### config.mk
export PLATFORM = sky130hd
export DESIGN_NAME = sram_port_arbiter
export DESIGN_NICKNAME = d
export VERILOG_FILES = /design/src/rtl/sram_port_arbiter.sv
export SDC_FILE = /design/constraint.sdc
export NUM_CORES = 1
export LEC_CHECK = 0
export ABC_AREA = 1
export ABC_CLOCK_PERIOD_IN_PS = 4400
export BUFFER_PORTS_ARGS = -buffer_cell sky130_fd_sc_hd__buf_2
export CELL_PAD_IN_SITES_DETAIL_PLACEMENT = 1
export CELL_PAD_IN_SITES_GLOBAL_PLACEMENT = 1
export CORE_ASPECT_RATIO = 0.5
export CORE_MARGIN = 5
export CORE_UTILIZATION = 30
export DETAILED_ROUTE_END_ITERATION = 16
export HOLD_SLACK_MARGIN = 0.15
export PLACE_DENSITY = 0.89
export SLEW_MARGIN = 20
export SYNTH_ARGS = -nofsm -noshare
export SYNTH_HDL_FRONTEND = slang
export SYNTH_SLANG_ARGS = --single-unit
### constraint.sdc
create_clock -name clk -period 4.4 [get_ports clk]
set_input_delay 0.66 -clock clk [delete_from_list [all_inputs] [get_ports clk]]
set_output_delay 0.66 -clock clk [all_outputs]
set_load 0.005 [all_outputs]
### src/rtl/sram_port_arbiter.sv
// Arbitrates one byte-addressed SRAM between the instruction-fetch port (I, read-only)
// and the MEM-stage data port (D, read/write); read data returns one cycle after grant.
module sram_port_arbiter #(
  parameter int unsigned ADDR_W       = 16,
  parameter int unsigned DATA_W       = 32,
  parameter int unsigned MAX_D_STREAK = 4,
  parameter int unsigned RR_MODE      = 0
) (
  input  logic                clk,
  input  logic                rst_n,
  input  logic                i_req,
  input  logic [ADDR_W-1:0]   i_addr,
  output logic                i_ack,
  output logic [DATA_W-1:0]   i_rdata,
  output logic                i_rvalid,
  input  logic                d_req,
  input  logic [ADDR_W-1:0]   d_addr,
  input  logic [DATA_W/8-1:0] d_wen,
  input  logic [DATA_W-1:0]   d_wdata,
  output logic                d_ack,
  output logic [DATA_W-1:0]   d_rdata,
  output logic                d_rvalid,
  output logic                d_err,
  output logic [ADDR_W-1:0]   sram_address,
  output logic [DATA_W/8-1:0] sram_w_en,
  output logic [DATA_W-1:0]   sram_write_data,
  input  logic [DATA_W-1:0]   sram_read_data
);

  localparam int unsigned BE_W     = DATA_W / 8;
  localparam int unsigned STREAK_W = 4;
  localparam logic [STREAK_W-1:0] STREAK_MAX = STREAK_W'(MAX_D_STREAK);

  typedef enum logic {
    GNT_I = 1'b0,
    GNT_D = 1'b1
  } grant_e;

  grant_e              last_grant_q;
  logic [STREAK_W-1:0] streak_q;
  logic                grant_i;
  logic                grant_d;
  logic                d_is_read;
  logic                d_mask_ok;

  // Legal store masks fill the word from byte 0 upward (0001, 0011, 0111, 1111).
  assign d_is_read = (d_wen == '0);
  assign d_mask_ok = !d_is_read && ((d_wen & (d_wen + BE_W'(1))) == '0);

  // Grant decision; everything is gated off while reset is asserted.
  always_comb begin
    grant_i = 1'b0;
    grant_d = 1'b0;
    if (rst_n) begin
      if (i_req && d_req) begin
        if (RR_MODE != 0) begin
          grant_i = (last_grant_q == GNT_D);
        end else begin
          grant_i = (streak_q == STREAK_MAX);
        end
        grant_d = !grant_i;
      end else begin
        grant_i = i_req;
        grant_d = d_req;
      end
    end
  end

  assign i_ack = grant_i;
  assign d_ack = grant_d;

  // SRAM drive: winner's address, write only for a legal D mask.
  always_comb begin
    sram_address    = '0;
    sram_w_en       = '0;
    sram_write_data = '0;
    if (grant_i) begin
      sram_address = i_addr;
    end else if (grant_d) begin
      sram_address    = d_addr;
      sram_write_data = d_wdata;
      if (d_mask_ok) begin
        sram_w_en = d_wen;
      end
    end
  end

  // Read return, error pulse and fairness state.
  always_ff @(posedge clk or negedge rst_n) begin
    if (!rst_n) begin
      i_rdata      <= '0;
      i_rvalid     <= 1'b0;
      d_rdata      <= '0;
      d_rvalid     <= 1'b0;
      d_err        <= 1'b0;
      streak_q     <= '0;
      last_grant_q <= GNT_I;
    end else begin
      i_rvalid <= grant_i;
      d_rvalid <= grant_d && d_is_read;
      d_err    <= grant_d && !d_is_read && !d_mask_ok;

      if (grant_i) begin
        i_rdata <= sram_read_data;
      end
      if (grant_d && d_is_read) begin
        d_rdata <= sram_read_data;
      end

      if (grant_i) begin
        last_grant_q <= GNT_I;
      end else if (grant_d) begin
        last_grant_q <= GNT_D;
      end

      // The streak only counts D wins that kept a waiting fetch out.
      if (i_req && grant_d) begin
        if (streak_q != STREAK_MAX) begin
          streak_q <= streak_q + STREAK_W'(1);
        end
      end else begin
        streak_q <= '0;
      end
    end
  end

endmodule

==> results_dict.tcl <==
set metrics [dict create \
    vertical_extent_of_the_die_microns 84.7 \
    internal-power_mw 1.36 \
    routed-via-count 3770 \
    power-per-cell-area_nw_per_um2 392 \
    mappedNetlistArea_sq_um 3350 \
    leakage_power_total_nw 3.10 \
    finalSetupViolCount 0 \
    final_max_slew_viol_count 0 \
    dpl.cell_count 792 \
    number_of_buffers_inserted_during_clock_tree_synthesis 9 \
    worst_ir_drop_vdd_mv 0.201 \
    post_drt_wl_per_cell_microns 16.6 \
    port_buffers 224 \
    layout_worst_path_cycle_share 0.795 \
    ios 225 \
    cap_viol_max_count 0 \
    initial_core_utilization 0.306 \
    design.die.area_sq_um 13500 \
    whs_ns 0.467 \
    postSynthNetCount 549 \
    num_rows 27 \
    clock_skew_ns 0.00474 \
    power_frac_clock 0.368 \
    clk_latency_ns 0.33 \
    postPlaceCellArea_sq_um 4560 \
    max-slew-margin-rel 0.390 \
    hold_violations 0 \
    achievable-frequency_ghz 0.286 \
    area_growth_from_synthesis_to_final_layout_pct 44.4 \
    core_area_sq_um 10900 \
    switching_share_of_power 0.285 \
    gp_congestion 0.758 \
    dr.pass1.iters 4 \
    route.antenna.remaining_nets 0 \
    dieWidth_microns 159 \
    grt.overflow.total 0 \
    grt_usage 0.196 \
    timing_worst_slew_pin_value_ns 0.914 \
    viasPerCell 4.67 \
    final_cell_count_no_fill 807 \
    final_non_filler_cell_area_sq_um 4840 \
    critPathArrivalTime_ns 2.84 \
    synthesis.instances 443 \
    wire_length_of_the_first_global_routing_pass_microns 21500 \
    avgSynthCellArea_sq_um 7.56 \
    cts.htree.levels 3 \
    cts.path.max_buffers 2 \
    drive_above_1_share 0.376 \
    total_clock_sinks 71 \
    clkTransAtPathRegs_ns 0.06 \
    cp-start-kind "flip-flop" \
    totalWireLength_microns 13400 \
    setup.worst_path.class "reg2out" \
    synth.ff_latch_count 71 \
    p_seq_frac 0.432 \
    layout.nets 764 \
    comb_power_share 0.200 \
    clock-root-buffer "clkbuf_16" \
    synthDistinctLibCells 21 \
    via_count_of_the_first_global_routing_pass 4059 \
    number_of_buffers_inserted_by_hold_repair_at_cts 0 \
    drtIter0Drc 215 \
    timing.critical_path.fanout_max 50 \
    timing.critical_path.to_type "output pin" \
    crit_required_ns 3.74 \
    sequential_fraction_of_the_synthesis_area 0.530 \
    switchingPower_mw 0.541 \
    dpl.hpwl_microns 9450 \
    setup-tns-final_ns 0 \
    synthesis.yosys.warnings 0 \
    post-cts-setup-buffer-count 0 \
    postCtsResizedCells 0 \
    antenna_violations_before_repair 0 \
    route.detailed.drc 0 \
    insertedDiodeCount 0 \
    grt_start_max_net_pins 72 \
    holdCritPathClass "reg2reg" \
    min_period_ns 3.50 \
    tritoncts_clock_tree "done" \
    rsz0062_at_grt "false" \
    run_status "complete, no violations" \
]
-- worst max-delay path, stage by stage, from the launching register on --
cell and delay, ns:
dfrtp_1 0.41, inv_1 0.07, ha_1 0.18, nand3_1 0.11
nand2_1 0.08, nand2_2 0.40, inv_2 0.85, nand2_1 0.13
nand2_1 0.11, buf_2 0.12
-- power groups by stage --
stage	clock [mW]	sequential [mW]	combinational, mW
2_1_floorplan	0	0.828	0.129
3_3_place_gp	0	0.821	0.362
3_5_place_dp	0	0.824	0.377
4_1_cts	0.712	0.819	0.389
5_1_grt	0.751	0.830	0.424
6_report	0.698	0.819	0.379
-- layer usage --
| metal | vias to the layer above | track usage | part of all wire |
|---|---|---|---|
| li1 | 1777 | - | - |
| met1 | 1830 | 0.207 | 0.36 |
| met2 | 139 | 0.377 | 0.56 |
| met3 | 24 | 0.0544 | 0.064 |
| met4 | 0 | 0.0666 | 0.023 |
| met5 | - | 0 | 0 |
-- cells in the mapped netlist (all sizes together) --
| library cell | instances | area share |
|---|---|---|
| xnor2 | 1 | 0.0026 |
| nand4 | 33 | 0.064 |
| xor2 | 1 | 0.0026 |
| a21oi | 1 | 0.0015 |
| nor3 | 3 | 0.0045 |
| buf | 17 | 0.031 |
| ha | 2 | 0.0075 |
| clkbuf | 8 | 0.0090 |
| inv | 44 | 0.049 |
| dfrtp | 71 | 0.53 |
| nand2 | 219 | 0.25 |
| nand3 | 4 | 0.0075 |
| clkinv | 1 | 0.0011 |
| nor2 | 38 | 0.043 |
-- area by class of cell --
class,instances,area [sq um]
Clock buffer,11,233
Tap cell,145,181
Sequential cell,71,1780
Clock inverter,4,47.5
Timing Repair Buffer,229,1160
Inverter,45,169
Multi-Input combinational cell,302,1270
Fill cell,1404,6110
-- final timing paths --
check	startpoint	endpoint	slack [ns]	cells past startpoint
max	streak_q[0]	sram_address[5]	0.90	9
min	d_rdata[31]	d_rdata[31]	0.47	2
max reg2reg	streak_q[0]	i_rdata[24]	1.92	8
min reg2reg	d_rdata[31]	d_rdata[31]	0.47	2
max in group asynchronous	rst_n	i_rdata[20]	3.22	2
min in group asynchronous	rst_n	i_rdata[31]	0.59	2
-- state kept, by name, summed over array words and instances (netlist names) --
| name | cells |
|---|---|
| d_err | 1 |
| d_rvalid | 1 |
| d_rdata | 32 |
| streak_q | 4 |
| i_rvalid | 1 |
| i_rdata | 32 |
-- layout by cell type (no fill, tap or decap), types with 2 or more instances in the layout --
cell type    n
nand3_1      3
nand2_1    218
clkbuf_1     2
inv_1       41
ha_1         2
buf_4        5
nor3_1       3
clkbuf_16    9
dfrtp_1     71
nor2_1      37
nand4_1     32
clkinv_2     2
inv_2        3
buf_2      224
-- kinds of logic (layout without fill, tap and decap cells) --
family / count (synthesis) / count (layout) / share of synthesized area
xor gates and xnor gates: 2 / 2 / 0.00523
adders and majority gates: 2 / 2 / 0.00747
DFF: 71 / 71 / 0.530
AOI/OAI and AO/OA: 1 / 1 / 0.00149
buffers and inverters: 70 / 289 / 0.0904
and+or+nand+nor: 297 / 297 / 0.365
-- metrics by stage --
step           power (mW)  setup WS, ns   util
2_1_floorplan       0.957          2.41      -
3_3_place_gp         1.18          1.32  0.416
3_5_place_dp         1.20          1.23  0.416
4_1_cts              1.92         0.908  0.442
5_1_grt              2.01         0.654  0.442
6_report             1.90         0.904  0.442
No activity file was read; power rests on OpenSTA's default activity.
